## config.mk

```make
export PLATFORM = sky130hd
export DESIGN_NAME = sonic_scan
export DESIGN_NICKNAME = d
export VERILOG_FILES = /design/src/rtl/sonic_pkg.sv /design/src/rtl/sonic_sync.sv /design/src/rtl/sonic_scan.sv
export SDC_FILE = /design/constraint.sdc
export NUM_CORES = 1
export LEC_CHECK = 0
export ABC_CLOCK_PERIOD_IN_PS = 2300
export BUFFER_PORTS_ARGS = -buffer_cell sky130_fd_sc_hd__buf_2
export CAP_MARGIN = 30
export CORE_UTILIZATION = 53
export DETAILED_ROUTE_END_ITERATION = 16
export PLACE_DENSITY_LB_ADDON = 0.3
export REMOVE_ABC_BUFFERS = 1
export SETUP_SLACK_MARGIN = 0.15
export SYNTH_ARGS = -nofsm -noshare
export SYNTH_HDL_FRONTEND = slang
export SYNTH_SLANG_ARGS = --single-unit
```

## constraint.sdc

```tcl
create_clock -name clk -period 2.3 [get_ports clk]
set_input_delay 0.69 -clock clk [delete_from_list [all_inputs] [get_ports clk]]
set_output_delay 0.69 -clock clk [all_outputs]
set_load 0.01 [all_outputs]
```

## src/rtl/sonic_pkg.sv

```systemverilog
// Shared types and constants for the sonic_scan ultrasonic ranging sequencer.
package sonic_pkg;

  // Sequencer states, one pass through TRIG..GAP per sensor slot
  typedef enum logic [2:0] {
    S_IDLE      = 3'd0,
    S_TRIG      = 3'd1,
    S_WAIT_RISE = 3'd2,
    S_MEASURE   = 3'd3,
    S_GAP       = 3'd4
  } scan_state_e;

  // Default timing at a 5 MHz clock: 10 us trigger, 38 ms timeout, 60 ms slot
  localparam int TRIG_CYCLES_5MHZ    = 50;
  localparam int TIMEOUT_CYCLES_5MHZ = 190000;
  localparam int SLOT_CYCLES_5MHZ    = 300000;

  // Widest supported result; the timeout code is sliced down to WIDTH
  localparam int                   MAX_WIDTH    = 32;
  localparam logic [MAX_WIDTH-1:0] TIMEOUT_CODE = {MAX_WIDTH{1'b1}};

  // One-hot decode of a sensor index (up to 16 sensors)
  function automatic logic [15:0] sensor_onehot(input logic [3:0] idx);
    return 16'd1 << idx;
  endfunction

endpackage

```

## src/rtl/sonic_sync.sv

```systemverilog
// N-bit two-flop synchronizer for the asynchronous echo pins.
module sonic_sync #(
  parameter int W = 4
) (
  input  logic         clk,
  input  logic         rst,
  input  logic [W-1:0] d,
  output logic [W-1:0] q
);

  logic [W-1:0] meta_r;
  logic [W-1:0] sync_r;

  // Two register stages to settle metastability before the pins are used
  always_ff @(posedge clk) begin
    if (rst) begin
      meta_r <= {W{1'b0}};
      sync_r <= {W{1'b0}};
    end else begin
      meta_r <= d;
      sync_r <= meta_r;
    end
  end

  assign q = sync_r;

endmodule

```

## src/rtl/sonic_scan.sv

```systemverilog
// Round-robin HC-SR04 sequencer: triggers each sensor in its own fixed-length
// slot, times the echo pulse and emits one tagged result per slot.
module sonic_scan
  import sonic_pkg::*;
#(
  parameter int N_SENSORS      = 4,
  parameter int WIDTH          = 30,
  parameter int TRIG_CYCLES    = TRIG_CYCLES_5MHZ,
  parameter int TIMEOUT_CYCLES = TIMEOUT_CYCLES_5MHZ,
  parameter int SLOT_CYCLES    = SLOT_CYCLES_5MHZ,
  localparam int ID_W          = (N_SENSORS > 1) ? $clog2(N_SENSORS) : 1
) (
  input  logic                 clk,
  input  logic                 rst,
  input  logic                 enable,
  input  logic [N_SENSORS-1:0] echo,
  output logic [N_SENSORS-1:0] trig,
  output logic                 data_valid,
  output logic [ID_W-1:0]      data_id,
  output logic [WIDTH-1:0]     data,
  output logic                 timeout
);

  if (N_SENSORS < 1 || N_SENSORS > 16) begin : g_bad_count
    $error("sonic_scan: N_SENSORS must be 1..16");
  end
  if (!(TRIG_CYCLES < TIMEOUT_CYCLES && TIMEOUT_CYCLES < SLOT_CYCLES - 4)) begin : g_bad_timing
    $error("sonic_scan: need TRIG_CYCLES < TIMEOUT_CYCLES < SLOT_CYCLES-4");
  end
  if (WIDTH < 1 || WIDTH > MAX_WIDTH ||
      longint'(SLOT_CYCLES) > ((longint'(1) << WIDTH) - longint'(1))) begin : g_bad_width
    $error("sonic_scan: WIDTH too small for SLOT_CYCLES");
  end

  scan_state_e            state_r, state_nxt_s;
  logic [N_SENSORS-1:0]   echo_sync_s, echo_prev_r;
  logic [WIDTH-1:0]       slot_cnt_r, width_cnt_r;
  logic [ID_W-1:0]        sel_r, sel_nxt_s;
  logic                   echo_cur_s, echo_old_s, rise_s, fall_s;
  logic                   timeout_hit_s, slot_end_s, trig_done_s, result_load_s;
  logic [N_SENSORS-1:0]   trig_nxt_s, trig_r;
  logic                   data_valid_r, timeout_r;
  logic [ID_W-1:0]        data_id_r;
  logic [WIDTH-1:0]       data_r;

  sonic_sync #(.W(N_SENSORS)) u_sync (
    .clk (clk),
    .rst (rst),
    .d   (echo),
    .q   (echo_sync_s)
  );

  // Only the selected sensor's echo matters; others are ignored outside their slot
  assign echo_cur_s    = echo_sync_s[sel_r];
  assign echo_old_s    = echo_prev_r[sel_r];
  assign rise_s        = echo_cur_s & ~echo_old_s;
  assign fall_s        = ~echo_cur_s & echo_old_s;
  assign trig_done_s   = (slot_cnt_r == WIDTH'(TRIG_CYCLES - 1));
  assign slot_end_s    = (slot_cnt_r == WIDTH'(SLOT_CYCLES - 1));
  assign timeout_hit_s = ((state_r == S_WAIT_RISE) || (state_r == S_MEASURE)) &&
                         (slot_cnt_r == WIDTH'(TIMEOUT_CYCLES));

  // Previous synchronized echo, kept for all bits so edges are seen from slot entry
  always_ff @(posedge clk) begin
    if (rst) begin
      echo_prev_r <= {N_SENSORS{1'b0}};
    end else begin
      echo_prev_r <= echo_sync_s;
    end
  end

  // State register
  always_ff @(posedge clk) begin
    if (rst) begin
      state_r <= S_IDLE;
    end else begin
      state_r <= state_nxt_s;
    end
  end

  // Next-state logic; timeout wins over a coincident falling edge
  always_comb begin
    state_nxt_s = state_r;
    case (state_r)
      S_IDLE: begin
        if (enable) state_nxt_s = S_TRIG;
        else        state_nxt_s = S_IDLE;
      end
      S_TRIG: begin
        if (trig_done_s) state_nxt_s = S_WAIT_RISE;
        else             state_nxt_s = S_TRIG;
      end
      S_WAIT_RISE: begin
        if (timeout_hit_s) state_nxt_s = S_GAP;
        else if (rise_s)   state_nxt_s = S_MEASURE;
        else               state_nxt_s = S_WAIT_RISE;
      end
      S_MEASURE: begin
        if (timeout_hit_s || fall_s) state_nxt_s = S_GAP;
        else                         state_nxt_s = S_MEASURE;
      end
      S_GAP: begin
        if (slot_end_s && enable) state_nxt_s = S_TRIG;
        else if (slot_end_s)      state_nxt_s = S_IDLE;
        else                      state_nxt_s = S_GAP;
      end
      default: state_nxt_s = S_IDLE;
    endcase
  end

  // Output decode: next sensor index, next trigger pattern, result strobe
  always_comb begin
    sel_nxt_s     = sel_r;
    trig_nxt_s    = {N_SENSORS{1'b0}};
    result_load_s = timeout_hit_s || ((state_r == S_MEASURE) && fall_s);
    if (state_r == S_GAP && slot_end_s) begin
      if (sel_r == ID_W'(N_SENSORS - 1)) sel_nxt_s = {ID_W{1'b0}};
      else                               sel_nxt_s = sel_r + ID_W'(1);
    end else begin
      sel_nxt_s = sel_r;
    end
    if (state_nxt_s == S_TRIG) begin
      trig_nxt_s = N_SENSORS'(sensor_onehot(4'(sel_nxt_s)));
    end else begin
      trig_nxt_s = {N_SENSORS{1'b0}};
    end
  end

  // Slot timer (cleared on TRIG entry) and saturating echo width counter
  always_ff @(posedge clk) begin
    if (rst) begin
      slot_cnt_r  <= {WIDTH{1'b0}};
      width_cnt_r <= {WIDTH{1'b0}};
      sel_r       <= {ID_W{1'b0}};
    end else begin
      sel_r <= sel_nxt_s;
      if (state_nxt_s == S_TRIG && state_r != S_TRIG) begin
        slot_cnt_r <= {WIDTH{1'b0}};
      end else if (state_r != S_IDLE) begin
        slot_cnt_r <= slot_cnt_r + WIDTH'(1);
      end else begin
        slot_cnt_r <= slot_cnt_r;
      end
      if (state_r == S_WAIT_RISE && rise_s) begin
        width_cnt_r <= WIDTH'(1);
      end else if (state_r == S_MEASURE && echo_cur_s &&
                   width_cnt_r != TIMEOUT_CODE[WIDTH-1:0]) begin
        width_cnt_r <= width_cnt_r + WIDTH'(1);
      end else begin
        width_cnt_r <= width_cnt_r;
      end
    end
  end

  // Registered outputs; result fields hold until the next strobe
  always_ff @(posedge clk) begin
    if (rst) begin
      trig_r       <= {N_SENSORS{1'b0}};
      data_valid_r <= 1'b0;
      data_id_r    <= {ID_W{1'b0}};
      data_r       <= {WIDTH{1'b0}};
      timeout_r    <= 1'b0;
    end else begin
      trig_r       <= trig_nxt_s;
      data_valid_r <= result_load_s;
      if (result_load_s) begin
        data_id_r <= sel_r;
        timeout_r <= timeout_hit_s;
        data_r    <= timeout_hit_s ? TIMEOUT_CODE[WIDTH-1:0] : width_cnt_r;
      end else begin
        data_id_r <= data_id_r;
        timeout_r <= timeout_r;
        data_r    <= data_r;
      end
    end
  end

  assign trig       = trig_r;
  assign data_valid = data_valid_r;
  assign data_id    = data_id_r;
  assign data       = data_r;
  assign timeout    = timeout_r;

endmodule
```

Word-level counts from Yosys, hierarchy flattened --
Index checks and enable logic that the tools add are counted.
Word-level totals: flip-flop bits (word level) 115, input bits 7, output and inout port bits 38, word-level logic and storage cells 68
Operators by class: add/subtract/negate cells 3, magnitude comparators 1, equal/unequal tests 11, shifts and indexed selects 1, multiplexer cells 17, bitwise operators 5, reduce and logical (&&, ||, !) cells 17
Operators by type and width (number):
- adder 30 x 1 -> 30 bit, second input constant | 2
- equality test 30 x 18 -> 1 bit, second input constant | 1
- equality test 30 x 19 -> 1 bit, second input constant | 1
- equality test 30 x 6 -> 1 bit, second input constant | 1
- two-way mux 30 bit | 1
- != test 30 bit, second input constant | 1
- case mux 3 bit (5 select lines) | 1
- two-way mux 3 bit | 4
- logical AND 1 bit | 8
- equality test 3 x 1 -> 1 bit, second input constant | 2
- equality test 3 x 2 -> 1 bit, second input constant | 2
- two-way mux 1 bit | 6
- two-way mux 2 bit | 3
- OR reduction 2 bit | 3
- binary-select mux 1 bit (select 2 bit) | 2
- << shifter 1 x 2 -> 4 bit, first input constant | 1
- equality test 3 bit, second input constant | 1
- zero test 3 bit | 1
- logical OR 1 bit | 3
- less-than comparator 2 x 3 -> 1 bit, second input constant | 1
- != test 3 x 1 -> 1 bit, second input constant | 1
- inverter 1 bit | 3
- nonzero test 3 bit | 1
- adder 2 x 1 -> 2 bit, second input constant | 1
- other kinds (3) | 4

Depth between registers and ports, before layout --
Gate-level depths: netlist of run 1.
depth in word-level cells 10, mapped depth 10, gate-level depth less buffers 8

By module --
Synthesis of run 1 repeated with hierarchy kept, for this count alone.
Unflattened totals: cells, all modules 587, area, all modules 5233.8 um^2
Modules (own cells, without submodules):
- sonic_scan | instances 1, cells each 571, area each 5023.6 um^2, sequential area each 2142.1 um^2
- sonic_sync | instances 1, cells each 16, area each 210.2 um^2, sequential area each 160.2 um^2

Worst setup path after synthesis of run 1 --
OpenSTA, ideal clock, no wires.
path kind register to register, start point register slot_cnt_r[0], end point register data_id_r[0] (netlist: data_id[0]), setup time 0.128 ns, arrival 2.281 ns, data required time 2.172 ns, path slack -0.108 ns, cell stages (with the launch flop) 11, path buffers 2, period minus slack after synthesis 2.408 ns, path through dfxtp_1 inv_1 ha_1 or3b_2 or4_1 or3_1 clkbuf_1 and2_0 clkbuf_1 mux2i_1 nor2_1
On the way: longest elaborated chain between the ends 3
Ends and longest elaborated chain:
- start, declared | line sonic_scan.sv:37 | logic [WIDTH-1:0] slot_cnt_r, width_cnt_r;
- start signal, assigned | line sonic_scan.sv:132 | slot_cnt_r <= {WIDTH{1'b0}};
- start signal, assigned | line sonic_scan.sv:138 | slot_cnt_r <= {WIDTH{1'b0}};
- start signal, assigned | line sonic_scan.sv:140 | slot_cnt_r <= slot_cnt_r + WIDTH'(1);
- equality test 30 x 18 -> 1 bit | line sonic_scan.sv:61 | (slot_cnt_r == WIDTH'(TIMEOUT_CYCLES));
- logical AND 1 bit | line sonic_scan.sv:60 | assign timeout_hit_s = ((state_r == S_WAIT_RISE) || (state_r == S_MEASURE)) &&
- logical OR 1 bit | line sonic_scan.sv:115 | result_load_s = timeout_hit_s || ((state_r == S_MEASURE) && fall_s);
- end signal, assigned | line sonic_scan.sv:160 | data_id_r <= {ID_W{1'b0}};
- end signal, assigned | line sonic_scan.sv:167 | data_id_r <= sel_r;
- end signal, assigned | line sonic_scan.sv:171 | data_id_r <= data_id_r;
- end, declared | line sonic_scan.sv:43 | logic [ID_W-1:0] data_id_r;
Every way passes these cells. A chain may end at the register's enable or synchronous reset.

Worst setup path after layout of run 1 --
start point register slot_cnt_r[1], end point register trig_r[1] (netlist: trig[1])
On the way: longest elaborated chain between the ends 8, elaborated cells between the ends (all ways) 18, those cells by class eq/ne: 4; shift: 1; mux: 7; bitwise: 1; reduce/logical: 5
Ends and longest elaborated chain:
- equality test 30 x 18 -> 1 bit | line sonic_scan.sv:61
- logical AND 1 bit | line sonic_scan.sv:60
- logical OR 1 bit | line sonic_scan.sv:99 | if (timeout_hit_s || fall_s) state_nxt_s = S_GAP;
- two-way mux 3 bit | line sonic_scan.sv:99
- case mux 3 bit (5 select lines) | line sonic_scan.sv:84 | case (state_r)
- equality test 3 x 1 -> 1 bit | line sonic_scan.sv:122 | if (state_nxt_s == S_TRIG) begin
- inverter 1 bit (no source line)
- OR reduction 2 bit (no source line)
- end signal, assigned | line sonic_scan.sv:158 | trig_r <= {N_SENSORS{1'b0}};
- end signal, assigned | line sonic_scan.sv:164 | trig_r <= trig_nxt_s;
- end, declared | line sonic_scan.sv:41 | logic [N_SENSORS-1:0] trig_nxt_s, trig_r;
Several ways; a longest one is shown, not always the timed one.

==> summary by stage, run 1 <==
Global route
For met3 alone, demand over resource in global routing was 0.0567. The most used routing layer in global routing is met2. The number of antenna violations at the first check in global routing came to 0. The global-route wire length before repair is 19.4 mm. The aggregate global routing overflow is 0.

Entering global routing, the biggest net connects 53 pins. The met2 usage is 0.408. In the global route stage, overall resource usage came out at 0.247. The number of global-route vias before repair is 4155. The met1 demand-to-capacity share in global routing is 0.321.

Clock tree
The clock network latency to the later pin of the worst-skew pair is 510 ps. The worst-case clock buffer depth is 2. The H-tree generated during clock tree synthesis spans 4 levels.

The number of sinks on the clock net is 115. The cell at the root of the clock tree is sky130_fd_sc_hd__clkbuf_8. The clock transition time at the flip-flop clock pins of the worst setup and hold paths is 60 ps. TritonCTS built the clock tree. Buffers inserted during clock tree synthesis total 17.

Final layout
The finished cells cover 6490 um2. Summing all multi-input logic gate instances after layout gives 2720 um2. In the final layout, the share of cells above drive strength 1 is 0.271.

The share of the core filled with cells is 0.730. In the final layout, flip-flops and latches occupy 2310 um2. Compared with the post-synthesis result, the final layout area differs by 31.3%.

The final standard cell count with taps included and fillers excluded is 794. The net count of the finished layout is 685. The number of fill cells is 605. The antenna cell count is 0.

Worst setup path
The type of the worst setup path is register to register. The most critical setup path has its endpoint at trig[1]. The origin of the worst setup path is slot_cnt_r[1].

In this run the critical register-to-register path is captured at trig[1]. The largest fanout on the critical path is 5. The slack of the worst reg-to-reg path is 40 ps. The data arrival time of the critical path is 2660 ps.

The cell depth of the worst flop-to-flop path is 10. The worst setup path is captured at a register. STA classifies the critical path startpoint as a register. At the worst endpoint, the required time is 2700 ps. The worst register-to-register path begins at slot_cnt_r[1].

Logic synthesis
For this run, the register share of the synthesized area comes to 0.465. Counting flops with a built-in enable in the synthesized netlist gives 0. The distinct cell type count after synthesis is 41. The largest area contributor in the netlist is sky130_fd_sc_hd__dfxtp_1. The synthesized netlist occupies a cell area of 4950 um2.

Counting flops with an async set or reset pin after synthesis yields a share of 0. The leading cell type by number of instances after synthesis is sky130_fd_sc_hd__dfxtp_1. Counting instances in the post-synthesis netlist gives the leading cell types as sky130_fd_sc_hd__dfxtp_1 (115), sky130_fd_sc_hd__nand2_1 (89), sky130_fd_sc_hd__nor2_1 (83), sky130_fd_sc_hd__nand3_1 (33), sky130_fd_sc_hd__xnor2_1 (33).

Averaged over all synthesized cells, the footprint is 8.40 um2. The number of flip-flops and latches in the synthesized netlist is 115. Among all flip-flop cells after synthesis, the most frequent one is sky130_fd_sc_hd__dfxtp_1.

Counting every instance in the synthesized netlist gives 589. The share of the synthesized area in the top cell type is 0.465. The Yosys step of the flow raised 0 warnings. By area the synthesized netlist is led by sky130_fd_sc_hd__dfxtp_1 (47%), sky130_fd_sc_hd__nand2_1 (6.8%), sky130_fd_sc_hd__nor2_1 (6.3%).

Floorplan
The initial standard-cell utilization of the core is 0.556. The area of the placeable core is 8890 um2. The floorplan has 34 rows.

The height of the chip is 98.6 um. The die covers 9720 um2. 45 I/O pins were placed.

The die outline width is 98.6 um.

Detailed routing
The total DRC errors in the routed layout is 0. The ratio of routed vias to standard cells is 5.72. The final route contains 4540 vias. In the final routed layout, each cell accounts on average for 15.5 um.

The number of nets with antenna violations after detailed routing is 0. The number of design-rule violations left by the first detailed-router iteration is 336. The first-pass iteration count of the detailed router is 5. The wire length reported by the detailed router is 12.3 mm.

STA
The hold violation total from the final report is 0. The shortest clock period the worst path allows after layout is 2260 ps. The maximum clock skew at final layout is 10.2 ps. The slack of the critical path is 35.2 ps.

In the finished design, the share of the clock period the worst path needs comes to 0.985. Setup repair after global routing could not meet its margin everywhere. Based on the critical path, the design can be clocked at up to 0.442 GHz. The final max-slew violation count is 0. The count of endpoints failing setup in the final report is 0. For the pin with the worst max-slew slack, the measured transition is 673 ps. The worst pin sits at a relative slew slack of 0.548.

Pwr
IR analysis of the VDD net gives a maximum drop of 0.749 mV. The fraction of power consumed by combinational cells is 0.033. The total internal power is 3.67 mW.

The fraction of power consumed by sequential logic is 0.416. Of the total power, the share spent switching nets is 0.243. Total power for the finished layout comes to 4.85 mW.

For this design the total switching power over the nets is 1.18 mW. The fraction of power consumed by the clock network is 0.551. The power density over the cells is 747 nW/um2.

In this run the static leakage power is 2.43 nW.

Placed design
The post-detailed-placement cell area is 5490 um2. Prior to clock tree synthesis, the placed netlist has a worst setup slack of -55.8 ps. At the end of routability-driven placement, the weighted congestion stood at 0.899. The number of placed instances with taps included is 747. The count of input and output buffers is 44. The wire-length estimate of the detail-placed layout is 7.32 mm.

Outcome
The run finished with clean final reports.

Hold path
The class of the most critical hold timing path is primary input to register. Counting instances, the worst hold path has a depth of 2.

Job
The tool flagged a number of max-cap violations equal to 0.
==> worst max-delay path: stages (launching register included) <==
cell and delay (ps):
sky130_fd_sc_hd__dfxtp_2 330, sky130_fd_sc_hd__inv_2 50, sky130_fd_sc_hd__ha_1 120, sky130_fd_sc_hd__or3b_4 360, sky130_fd_sc_hd__or4_4 440, sky130_fd_sc_hd__buf_6 140, sky130_fd_sc_hd__o211ai_1 90, sky130_fd_sc_hd__o21ai_1 100
sky130_fd_sc_hd__nor3_1 260, sky130_fd_sc_hd__buf_4 210, sky130_fd_sc_hd__nor3_1 50
==> worst min-delay path by stage <==
stage	start	to
floorplan	u_sync.meta_r[0]	u_sync.q[0]
detailed placement	u_sync.meta_r[0]	u_sync.q[0]
CTS	echo[2]	u_sync.meta_r[2]
finish	echo[1]	u_sync.meta_r[1]
global route	echo[1]	u_sync.meta_r[1]
global placement	u_sync.meta_r[2]	u_sync.q[2]
==> stage by stage <==
step / TNS, ps / hold slack [ps]
after detailed placement: -105 / 423
final: 0 / 379
after global placement: -37.6 / 416
after floorplan: -7410 / 414
after global routing: -5.65 / 398
after CTS: 0 / 370
==> sequential cells by signal (all words and copies together) (netlist names) <==
signal and flops:
data 30, slot_cnt_r 30, width_cnt_r 30, echo_prev_r 4, trig 4, u_sync.meta_r 4
u_sync.q 4, state_r 3, data_id 2, sel_r 2, data_valid 1, timeout 1
==> cell type report <==
| cell class | count | share of cell area |
|---|---|---|
| Clock buffer | 17 | 0.0638 |
| Clock inverter | 15 | 0.0287 |
| Inverter | 7 | 0.00405 |
| Multi-Input combinational cell | 435 | 0.419 |
| Sequential cell | 115 | 0.356 |
| Tap cell | 108 | 0.0208 |
| Timing Repair Buffer | 97 | 0.108 |
==> power groups by stage <==
stage	logic (mW)	clock network (mW)	registers (mW)
2_1_floorplan	0.0604	0	2.06
3_3_place_gp	0.131	0	2.06
3_5_place_dp	0.134	0	2.06
4_1_cts	0.145	2.68	2.02
5_1_grt	0.173	2.81	2.02
6_report	0.160	2.67	2.02
==> cells in the final DEF (no fill, tap or decap), types with 4 or more instances in the layout <==
| cell type | synthesis | final |
|---|---|---|
| sky130_fd_sc_hd__inv_6 | 0 | 4 |
| sky130_fd_sc_hd__a21oi_1 | 10 | 8 |
| sky130_fd_sc_hd__o21ai_0 | 9 | 7 |
| sky130_fd_sc_hd__dfxtp_1 | 115 | 106 |
| sky130_fd_sc_hd__clkinv_4 | 0 | 4 |
| sky130_fd_sc_hd__nand4_1 | 14 | 14 |
| sky130_fd_sc_hd__nor2b_1 | 14 | 13 |
| sky130_fd_sc_hd__xor2_1 | 17 | 17 |
| sky130_fd_sc_hd__buf_4 | 0 | 42 |
| sky130_fd_sc_hd__or2_2 | 5 | 4 |
| sky130_fd_sc_hd__inv_1 | 7 | 5 |
| sky130_fd_sc_hd__nor4_1 | 10 | 8 |
| sky130_fd_sc_hd__and3_1 | 10 | 10 |
| sky130_fd_sc_hd__buf_6 | 0 | 6 |
| sky130_fd_sc_hd__nor2_1 | 83 | 82 |
| sky130_fd_sc_hd__nor3_2 | 0 | 5 |
| sky130_fd_sc_hd__clkbuf_16 | 0 | 17 |
| sky130_fd_sc_hd__buf_2 | 4 | 44 |
| sky130_fd_sc_hd__xnor2_1 | 33 | 33 |
| sky130_fd_sc_hd__nand2_1 | 89 | 88 |
| sky130_fd_sc_hd__dfxtp_2 | 0 | 9 |
| sky130_fd_sc_hd__inv_8 | 0 | 5 |
| sky130_fd_sc_hd__ha_1 | 5 | 4 |
| sky130_fd_sc_hd__nand3_1 | 33 | 32 |
| sky130_fd_sc_hd__a31oi_4 | 0 | 5 |
| sky130_fd_sc_hd__nor3_1 | 24 | 19 |
| sky130_fd_sc_hd__or3_1 | 9 | 6 |
| sky130_fd_sc_hd__a31oi_1 | 31 | 26 |
==> routing by layer <==
| layer | vias up | share of wire |
|---|---|---|
| li1 | 2196 | - |
| met1 | 2170 | 0.43 |
| met2 | 150 | 0.50 |
| met3 | 24 | 0.045 |
| met4 | 0 | 0.017 |
| met5 | - | 0 |
==> timing repair <==
action,in CTS,in global routing
hold buffers,0,0
cloned,0,1
buffers inserted,8,6
pin swaps,5,19
endpoints found under the setup margin,52,65
gates resized for setup,24,41
endpoints found under the hold margin,0,0
==> cell families (layout without fill, tap and decap cells) <==
group | Yosys count | in the layout | synth area share
AND/OR/NAND/NOR | 315 | 315 | 0.308
AO/OA/AOI/OAI | 59 | 59 | 0.0779
multiplexers | 6 | 6 | 0.0172
XOR/XNOR | 50 | 50 | 0.0885
buffers and inverters | 39 | 136 | 0.0306
flip-flops | 115 | 115 | 0.465
adder cells (fa/ha/maj) | 5 | 5 | 0.0126
Power figures use the tool's default switching activity.
==> run 2: changes to the inputs <==
--- a/config.mk
+++ b/config.mk
@@ -8,7 +8,7 @@
 export ABC_CLOCK_PERIOD_IN_PS = 2300
 export BUFFER_PORTS_ARGS = -buffer_cell sky130_fd_sc_hd__buf_2
 export CAP_MARGIN = 30
-export CORE_UTILIZATION = 53
+export CORE_UTILIZATION = 47
 export DETAILED_ROUTE_END_ITERATION = 16
 export PLACE_DENSITY_LB_ADDON = 0.3
 export REMOVE_ABC_BUFFERS = 1
==> summary by stage, run 2 (same netlist as run 1, synthesis figures left out) <==
Floorplan
The initial standard-cell utilization of the core is 0.481 (-0.0750). The top-level I/O count was 45 (unchanged). The area of the placeable core is 10300 um2 (+16%). The height of the chip is 105 um (+6.1%). The die outline width is 105 um (+6.1%). The full die area is 10900 um2 (+13%). The floorplan row count is 37 (+8.8%).

Worst setup path
The largest fanout on the critical path is 9 (+4). The maximum cell stage delay along the critical path was 430 ps (about the same). The category of the worst setup path capture point is a register. The worst setup path is launched from a register. The required time of the critical path came to 2760 ps (+60 ps). The critical path is of the register to register type. The data arrival time of the critical path is 2700 ps (+40 ps). The critical path goes through inv_2 -> ha_4 -> or3b_4 -> or4_4 -> or3_4 -> buf_8 -> buf_12 -> a31oi_4. The slowest stage of the critical path is the sky130_fd_sc_hd__or4_4 cell.

STA
The count of endpoints failing setup in the final report was 0 (unchanged). The transition time of the tightest slew-check pin is 525 ps (-148 ps). The maximum clock skew at final layout is 5.98 ps (-4.24 ps). The post-route worst hold slack is 370 ps (-9.51 ps). The shortest clock period the worst path allows after layout is 2240 ps (-20.6 ps).

The final max-slew violation count was 0 (unchanged). The hold violation total from the final report is 0 (unchanged). The fraction of the cycle the final worst path needs is 0.976 (-0.00896).

The highest attainable clock frequency is 0.446 GHz (+0.92%). The slack of the critical path is 55.8 ps (+20.6 ps). The sum of negative setup slack is 0 ps (unchanged).

Setup repair after global routing could not meet its margin everywhere. The max-slew headroom at the worst pin is 0.647 (+0.0998).

Detailed routing
The ratio of routed vias to standard cells is 5.40 (-5.6%). The wire length reported by the detailed router is 12.1 mm (-1.8%). The via count is 4473 (-1.5%). The first-pass iteration count of the detailed router was 4 (-1). The detailed-route wire length per cell is 14.6 um (-5.9%).

The total DRC errors in the routed layout is 0 (unchanged). The number of design-rule violations left by the first detailed-router iteration is 228 (-32%). The number of nets with antenna violations after detailed routing is 0 (unchanged).

Pwr
The fraction of power consumed by combinational cells is 0.036 (+0.003). The fraction of power consumed by the clock network is 0.520 (-0.031). The total internal power is 3.53 mW (-4.0%). The switching power is 1.00 mW (-15%).

The peak supply drop is 0.549 mV (-27%). The leakage dissipation is 2.43 nW (about the same). The fraction of power consumed by sequential logic is 0.445 (+0.029).

The switching share of power is 0.221 (-0.0214). The power density over the cells is 680 nW/um2 (-8.9%). The total power is 4.53 mW (-6.7%).

Hold path
The worst hold path belongs to the class primary input to register.

Clock tree
The number of sinks on the clock net is 115 (unchanged). The worst-case clock buffer depth was 2 (unchanged). The H-tree depth reported by CTS was 4 (unchanged).

The total CTS buffers is 17 (unchanged). The clock transition time at the flip-flop clock pins of the worst setup and hold paths came to 50 ps (about the same). TritonCTS built the clock tree. The cell at the root of the clock tree is sky130_fd_sc_hd__clkbuf_8. The clock network latency to the later pin of the worst-skew pair is 530 ps (+20 ps).

Placed design
The post-detailed-placement cell area is 5600 um2 (+2.0%). The final RePlAce weighted congestion is 0.820 (-8.8%). The detailed placer's ending HPWL is 7.59 mm (+3.6%). The worst setup slack after placement is -62.1 ps (-6.29 ps).

The count of input and output buffers is 44 (unchanged).

Global route
The number of antenna violations at the first check in global routing was 0 (unchanged). The global-route wire length before repair came to 20.0 mm (+3.2%). The maximum number of pins on one net before global-route repair came to 37 (-30%). The met1 demand-to-capacity share in global routing came to 0.268 (-0.0530). The aggregate global routing overflow is 0 (unchanged). The met3 track demand over resource in global routing is 0.0574 (+0.000655). The layer flagged by global routing as most heavily used is met2.

The number of global-route vias before repair is 4375 (+5.3%). The all-layer global routing usage is 0.227 (-0.0196). The met2 usage is 0.389 (-0.0196).

Job
The number of maximum-capacitance violations is 0 (unchanged).

Final layout
The final instance area is 6660 um2 (+2.5%). The layout overhead on the synthesized area is 34.6%. The antenna cell count is 0 (unchanged). The share of post-route cells with drive strength above 1 is 0.302 (+0.0305). The library cell used most frequently in the layout, excluding fill and tap cells, is sky130_fd_sc_hd__dfxtp_1. The final net count came to 693 (+1.2%).

In the layout the commonest cells are sky130_fd_sc_hd__dfxtp_1 (97), sky130_fd_sc_hd__nand2_1 (88), sky130_fd_sc_hd__nor2_1 (81).

Outcome
The flow ran to the end, and the final reports show no timing, DRC or antenna violations.
[run 2: area by class of cell]
| type | instances | area [um2] |
|---|---|---|
| Sequential cell | 115 | 2340 |
| Tap cell | 136 | 170 |
| Multi-Input combinational cell | 435 | 2800 |
| Inverter | 7 | 26.3 |
| Clock inverter | 8 | 52.6 |
| Timing Repair Buffer | 105 | 783 |
| Clock buffer | 23 | 487 |
| Fill cell | 839 | 3620 |
[run 2: per-stage QoR]
stage	cells	utilization
floorplan	557	-
global placement	780	0.545
detailed placement	780	0.545
CTS	817	0.611
global route	829	0.648
finish	829	0.648
[run 2: power by group through the flow]
stage	Clock (mW)	Sequential (mW)	Combinational [mW]
2_1_floorplan	0	2.06	0.0604
3_3_place_gp	0	2.06	0.135
3_5_place_dp	0	2.06	0.140
4_1_cts	2.38	2.02	0.153
5_1_grt	2.49	2.01	0.176
6_report	2.35	2.01	0.161
[run 2: path summary, 6_finish.rpt]
kind                     from          endpoint  slack, ps  cells after the start
max             slot_cnt_r[0]          data[17]         60                      8
min                   echo[1]  u_sync.meta_r[1]        370                      2
max reg2reg     slot_cnt_r[0]          data[17]         60                      8
min reg2reg  u_sync.meta_r[3]       u_sync.q[3]        440                      1
[run 2: metal layers]
layer  vias to the layer above  wire length, um
li1                       2215                -
met1                      2159             5280
met2                        83             6180
met3                        16              432
met4                         0              212
met5                         -                0
[run 2: what timing repair did]
action                                  4_1_cts  5_1_grt
cloned                                        1        0
buffers inserted                              5       12
endpoints found under the setup margin       56      100
pin swaps                                     8       21
resized for setup                            20       64
hold buffers                                  0        0
[run 2: critical path, delay by kind of cell (launching register included)]
family                   cells  cell delay, ps
AO/OA/AOI/OAI                1             150
adder cells (fa/ha/maj)      1             120
buffers and inverters        3             370
flip-flops                   1             320
AND/OR/NAND/NOR              3            1200
